### config.mk
export PLATFORM = sky130hd
export DESIGN_NAME = pipelined_adder
export DESIGN_NICKNAME = d
export VERILOG_FILES = /design/src/rtl/pipelined_adder.sv
export SDC_FILE = /design/constraint.sdc
export NUM_CORES = 1
export LEC_CHECK = 0
export CORE_MARGIN = 2
export CORE_UTILIZATION = 55
export DETAILED_ROUTE_END_ITERATION = 16
export PLACE_DENSITY = 0.87
export SLEW_MARGIN = 10
export SYNTH_ARGS = -nofsm -noshare
export SYNTH_HDL_FRONTEND = slang
export SYNTH_SLANG_ARGS = --single-unit
### constraint.sdc
create_clock -name clk -period 2.18 [get_ports clk]
set_input_delay 0.218 -clock clk [delete_from_list [all_inputs] [get_ports clk]]
set_output_delay 0.218 -clock clk [all_outputs]
set_load 0.01 [all_outputs]
### src/rtl/pipelined_adder.sv
// rtl/pipelined_adder.sv - carry-segmented pipelined adder/subtractor with valid/ready handshake
// Each stage resolves one SEG-bit slice of the carry chain; the whole pipe moves in lockstep.
module pipelined_adder #(
    parameter int WIDTH = 16,
    parameter int SEG   = 4
) (
    input  logic             clk,
    input  logic             rst,
    input  logic [WIDTH-1:0] a,
    input  logic [WIDTH-1:0] b,
    input  logic             cin,
    input  logic             sub,
    input  logic             in_valid,
    output logic             in_ready,
    output logic [WIDTH:0]   sum,
    output logic             ovf,
    output logic             out_valid,
    input  logic             out_ready
);

    localparam int STAGES = WIDTH / SEG;
    localparam int LAST   = STAGES - 1;

    generate
        if (SEG < 1 || WIDTH < 2 || (WIDTH % SEG) != 0) begin : g_bad_params
            $error("pipelined_adder: WIDTH must be >= 2 and a multiple of SEG >= 1");
        end
    endgenerate

    logic             v_q [STAGES];
    logic             v_d [STAGES];
    logic [WIDTH-1:0] a_q [STAGES];
    logic [WIDTH-1:0] a_d [STAGES];
    logic [WIDTH-1:0] b_q [STAGES];
    logic [WIDTH-1:0] b_d [STAGES];
    logic [WIDTH-1:0] r_q [STAGES];
    logic [WIDTH-1:0] r_d [STAGES];
    logic             c_q [STAGES];
    logic             c_d [STAGES];

    logic             adv;
    logic [WIDTH-1:0] b_eff;
    logic [SEG:0]     seg_t;

    // Subtraction is folded into the adder: b is inverted up front and the
    // inverted borrow-in becomes the carry-in, so later stages never see sub.
    always_comb begin
        adv   = !v_q[LAST] || out_ready;
        b_eff = sub ? ~b : b;
        seg_t = '0;
        for (int k = 0; k < STAGES; k++) begin
            v_d[k] = v_q[k];
            a_d[k] = a_q[k];
            b_d[k] = b_q[k];
            r_d[k] = r_q[k];
            c_d[k] = c_q[k];
        end
        if (adv) begin
            seg_t  = {1'b0, a[SEG-1:0]} + {1'b0, b_eff[SEG-1:0]} + {{SEG{1'b0}}, cin ^ sub};
            v_d[0] = in_valid;
            a_d[0] = a;
            b_d[0] = b_eff;
            r_d[0] = '0;
            r_d[0][SEG-1:0] = seg_t[SEG-1:0];
            c_d[0] = seg_t[SEG];
            for (int k = 1; k < STAGES; k++) begin
                seg_t  = {1'b0, a_q[k-1][k*SEG +: SEG]} + {1'b0, b_q[k-1][k*SEG +: SEG]}
                         + {{SEG{1'b0}}, c_q[k-1]};
                v_d[k] = v_q[k-1];
                a_d[k] = a_q[k-1];
                b_d[k] = b_q[k-1];
                r_d[k] = r_q[k-1];
                r_d[k][k*SEG +: SEG] = seg_t[SEG-1:0];
                c_d[k] = seg_t[SEG];
            end
        end
    end

    always_ff @(posedge clk) begin
        if (rst) begin
            for (int k = 0; k < STAGES; k++) begin
                v_q[k] <= 1'b0;
                a_q[k] <= '0;
                b_q[k] <= '0;
                r_q[k] <= '0;
                c_q[k] <= 1'b0;
            end
        end else begin
            for (int k = 0; k < STAGES; k++) begin
                v_q[k] <= v_d[k];
                a_q[k] <= a_d[k];
                b_q[k] <= b_d[k];
                r_q[k] <= r_d[k];
                c_q[k] <= c_d[k];
            end
        end
    end

    assign in_ready  = adv && !rst;
    assign out_valid = v_q[LAST];
    assign sum       = {c_q[LAST], r_q[LAST]};
    // Operand MSBs agree but the result MSB does not: signed overflow.
    assign ovf       = (a_q[LAST][WIDTH-1] == b_q[LAST][WIDTH-1])
                       && (r_q[LAST][WIDTH-1] != a_q[LAST][WIDTH-1]);

endmodule

Word-level counts from Yosys, hierarchy flattened
Memory sizes are Yosys's and may differ from the RTL's.
Index checks and enable logic that the tools add are counted.
{"block": "word_totals", "mem_count": 5, "ram_bits": 200, "reg_bits": 0}
{"block": "op_classes", "eq_ne": 2, "n_bitwise": 22, "n_addsub": 8, "muxes": 29, "n_reduce_logical": 5}
{"memory": "a_q", "words": 4, "width": 16, "rd": 4, "rd_clocked_by_memory_dff": 0, "write_ports": 4, "line": "32", "source": "logic [WIDTH-1:0] a_q [STAGES];"}
{"memory": "b_q", "words": 4, "width": 16, "rd": 4, "rd_clocked_by_memory_dff": 0, "write_ports": 4, "line": "34", "source": "logic [WIDTH-1:0] b_q [STAGES];"}
{"memory": "r_q", "words": 4, "width": 16, "rd": 4, "rd_clocked_by_memory_dff": 0, "write_ports": 4, "line": "36", "source": "logic [WIDTH-1:0] r_q [STAGES];"}
{"memory": "c_q", "words": 4, "width": 1, "rd": 4, "rd_clocked_by_memory_dff": 0, "write_ports": 4, "line": "38", "source": "logic c_q [STAGES];"}
{"memory": "v_q", "words": 4, "width": 1, "rd": 4, "rd_clocked_by_memory_dff": 0, "write_ports": 4, "line": "30", "source": "logic v_q [STAGES];"}
{"op": "two-way mux 16 bit", "n": 13}
{"op": "two-way mux 64 bit", "n": 3}
{"op": "adder 4 x 4 -> 5 bit", "n": 4}
{"op": "adder 5 x 1 -> 5 bit", "n": 4}
{"op": "bitwise OR 1 bit", "n": 20}
{"op": "NOT 16 bit", "n": 1}
{"op": "two-way mux 1 bit", "n": 11}
{"op": "two-way mux 4 bit", "n": 2}
{"op": "logical AND 1 bit", "n": 2}
{"op": "logical NOT 1 bit", "n": 2}
{"op": "equality test 1 bit", "n": 1}
{"op": "logical OR 1 bit", "n": 1}
{"op": "!= test 1 bit", "n": 1}
{"op": "bitwise XOR 1 bit", "n": 1}

Longest topological paths before layout
Gate-level depths: netlist of the first run.
{"block": "logic_depth", "depth_word": 6, "mapped_depth": 9, "depth_no_buf": 7}

Least setup slack after synthesis of the first run
Ideal clock, no wire load.
{"block": "synth_path", "path_type": "input to register", "startpoint": "input port sub", "endpoint": "memory c_q[0]", "t_arrival_ns": 1.853, "n_path_buf": 2, "path_stages": 9, "path_slack_ns": 0.202, "setup_time_ns": 0.125, "t_required_ns": 2.055, "path_cell_list": "buf_4 buf_4 xnor2_1 fa_1 inv_1 fa_1 a21o_1 a211oi_1 a211oi_1"}
{"element": "from (decl)", "line": "12", "source": "input logic sub,"}
{"element": "to (decl)", "line": "38"}

==> key figures, run 1 <==
Layout
  – Number of antenna diodes: 0
  – Reg area: 0.00196 sq mm
  – Share of cells above drive strength 1: 7.09%
  – Layout area overhead: 16.1%
  – Filler Cell Count: around 630
  – Area taken by multi-input logic gates: 0.00199 sq mm
  – Final nets: 589

Synth
  – Mapped Area: 0.00432 sq mm
  – Post-synth ARST share: 0%
  – Count leader, synth: nand2_1
  – Area fraction of the dominant cell type after synthesis: 45.4%
  – Post-Syn Instances: ~510
  – Post-Syn Nets: about 560
  – Sequential fraction of the synthesis area: between 40 and 50%
  – Post-synth EDFFs: 0
  – Netlist cell types: 26
  – Average cell area after synthesis: 8.56 sq um
  – Largest area contributor in the netlist: dfxtp_1
  – Synth top cells by count: nand2_1 (146), dfxtp_1 (98), a21oi_1 (75), nor2_1 (27), buf_4 (22)
  – Synth top area cells: dfxtp_1 (45%), nand2_1 (13%), a21oi_1 (8.7%), buf_4 (3.8%), fa_1 (3.7%)
  – Seq cells post-synth: 98
  – Synthesis warning total: 0
  – Ys flop type: dfxtp_1

Die
  – Total core area: 0.00769 sq mm
  – Chip height: 92.6 microns
  – Die X-Extent: 92.6 microns
  – Row Count: 32
  – I/O pins: 58
  – Die area: 0.00858 sq mm
  – Initial core utilization: 56.2%

Setup path
  – CP bufs+invs: 2
  – Top delay family on crit path: adder cells
  – Worst Setup End Kind: flop
  – CP peak stage delay: 0.52 ns
  – Data arrival, critical path: 2.19 ns
  – Startpoint types: input port
  – Required @ worst endpoint: 2.40 ns
  – CP Cell Sequence: clkdlybuf4s50_1, xnor2_1, fa_1, inv_1, fa_1, a21o_1, a211oi_1, a211oi_1
  – CP max FO: 4
  – Slowest CP cell: clkdlybuf4s50_1
  – Critical path class: in2reg

Place
  – Post-Place Worst Slack: -0.178 ns
  – HPWL Detailed: 5460 microns
  – # port buffers: 57
  – Routability cong.: 0.836

Detailed routing
  – Wirelength per Cell: 12.9 microns
  – Vias/cell: 5.26
  – TritonRoute pass-1 iters: 4
  – Antenna Violating Nets Remaining: 0
  – DRT Wirelength: ~8200 microns
  – DRC Markers: 0
  – Initial drt markers: 247
  – Via count: between 3000 and 4000

Clocking
  – Clk slew on worst S/H paths: 0.09 ns
  – H-tree levels: 3
  – CTS root buf: clkbuf_8
  – CTS tree: done
  – # resized after CTS: 0
  – Number of CTS-inserted buffers: 9
  – Clk_lat worst skew: 0.36 ns
  – Max Buffers Root-to-Sink: 2
  – CTS sink cnt: 98
  – CTS Hold Bufs: 0
  – Setup repair bufs after CTS: 0

Pwr
  – Power Dens Cells: between 700 and 800 mW/mm^2
  – Overall power: 3.67 mW
  – Leak: 1.94 nW
  – VDD IR max: 0.356 mV

Timing
  – Tmin final: 1.96 ns
  – Setup TNS: 0 ns
  – Final Hold Viols: 0
  – Fin crit share: 90.1%
  – Setup violators final: 0
  – RSZ-0062 raised after global routing: no
  – Final WS setup: 0.217 ns
  – Worst Tran Pin Value: 0.488 ns
  – Slew margin rel.: 67.5%
  – Max Fclk: 509 MHz
  – Final Max Slew Viols: 0
  – Skew final: approximately 0.01 ns

Run
  – Maxcap violations: 0

Run status
  – Status: finished clean

GRT
  – Number of global-route vias before repair: approximately 3300
  – Total congestion overflow: 0
  – Global-route wire length before repair: 14600 microns
  – GR Util All Layers: 20.8%
  – Initial antenna violation count: 0
  – Largest net degree at the start of global routing: 92

Min path
  – Hold Crit Class: in2reg
sequential cells by signal, summed over array words and instances (netlist names):
signal and count:
v_q 4, b_q 25, r_q 40, c_q 4, a_q 25
power breakdown:
part	leakage, nW	switching, mW	internal, mW
logic	1.02	0.216	0.239
clock network	0.107	0.600	0.646
registers	0.805	0.0646	1.91
per-stage QoR:
step | hold WS [ns] | util [%] | cells | cell area (sq um)
after floorplan | 0.358 | - | 505 | 4320
after global placement | 0.438 | 62.5 | 622 | 4810
after detailed placement | 0.445 | 62.5 | 622 | 4810
after CTS | 0.130 | 65.3 | 638 | 5020
after global routing | 0.147 | 65.3 | 638 | 5020
final | 0.145 | 65.3 | 638 | 5020
logic make-up after synthesis:
group | synth area share (%)
AOI/OAI and AO/OA | 16.6
xor gates and xnor gates | 4.26
adders and majority gates | 7.18
buffers and inverters | 8.77
DFF | 45.4
and+or+nand+nor | 17.8
final timing paths:
check                               start                 endpoint  slack, ns  cells past startpoint
setup / recovery                      sub      c_q[0]$_SDFFE_PP0N_       0.22                      8
hold / removal                        rst  r_q[0][17]$_SDFFE_PP0N_       0.15                      2
setup reg to reg  a_q[0][44]$_SDFFE_PP0N_      c_q[3]$_SDFFE_PP0N_       0.36                      5
hold reg to reg   a_q[0][14]$_SDFFE_PP0N_  a_q[0][14]$_SDFFE_PP0N_       0.45                      2
worst register-to-register path, stage by stage (launching register included):
cell and delay [ns]:
dfxtp_1 0.34, fa_1 0.47, fa_1 0.42, a21o_1 0.19, a211oi_1 0.22, nor3_1 0.07
layout make-up:
type	instances	area share, %
Inverter	10	0.748
Tap cell	102	2.54
Multi-Input combinational cell	344	39.7
Sequential cell	98	39.1
Clock inverter	5	1.57
Clock buffer	11	2.62
Timing Repair Buffer	68	13.7
per-layer routing:
metal / global-route usage (%) / routed length, microns / vias up
li1: - / - / 1693
met1: 26.8 / 3670 / 1564
met2: 34.8 / 4020 / 81
met3: 3.58 / 368 / 16
met4: 8.33 / 150 / 0
met5: 0 / 0 / -
cells in the final DEF, fill, tap and decap left out, drive strengths merged, types with 5 or more instances in the layout:
cell / Yosys / routed
a211oi: 23 / 23
a21oi: 75 / 75
buf: 47 / 12
clkbuf: 6 / 11
clkdlybuf4s50: 0 / 56
dfxtp: 98 / 98
fa: 8 / 8
ha: 12 / 12
inv: 10 / 10
nand2: 146 / 146
nand3b: 8 / 8
nor2: 27 / 27
xnor2: 16 / 16
xor2: 5 / 5
No activity file was read; power rests on OpenSTA's default activity.
==> inputs of run 2 (changes only) <==
--- a/config.mk
+++ b/config.mk
@@ -9,7 +9,6 @@
 export CORE_UTILIZATION = 55
 export DETAILED_ROUTE_END_ITERATION = 16
 export PLACE_DENSITY = 0.87
-export SLEW_MARGIN = 10
 export SYNTH_ARGS = -nofsm -noshare
 export SYNTH_HDL_FRONTEND = slang
 export SYNTH_SLANG_ARGS = --single-unit
==> results of run 2 <==
No change in the layout: final DEF, timing and power equal those of run 1.
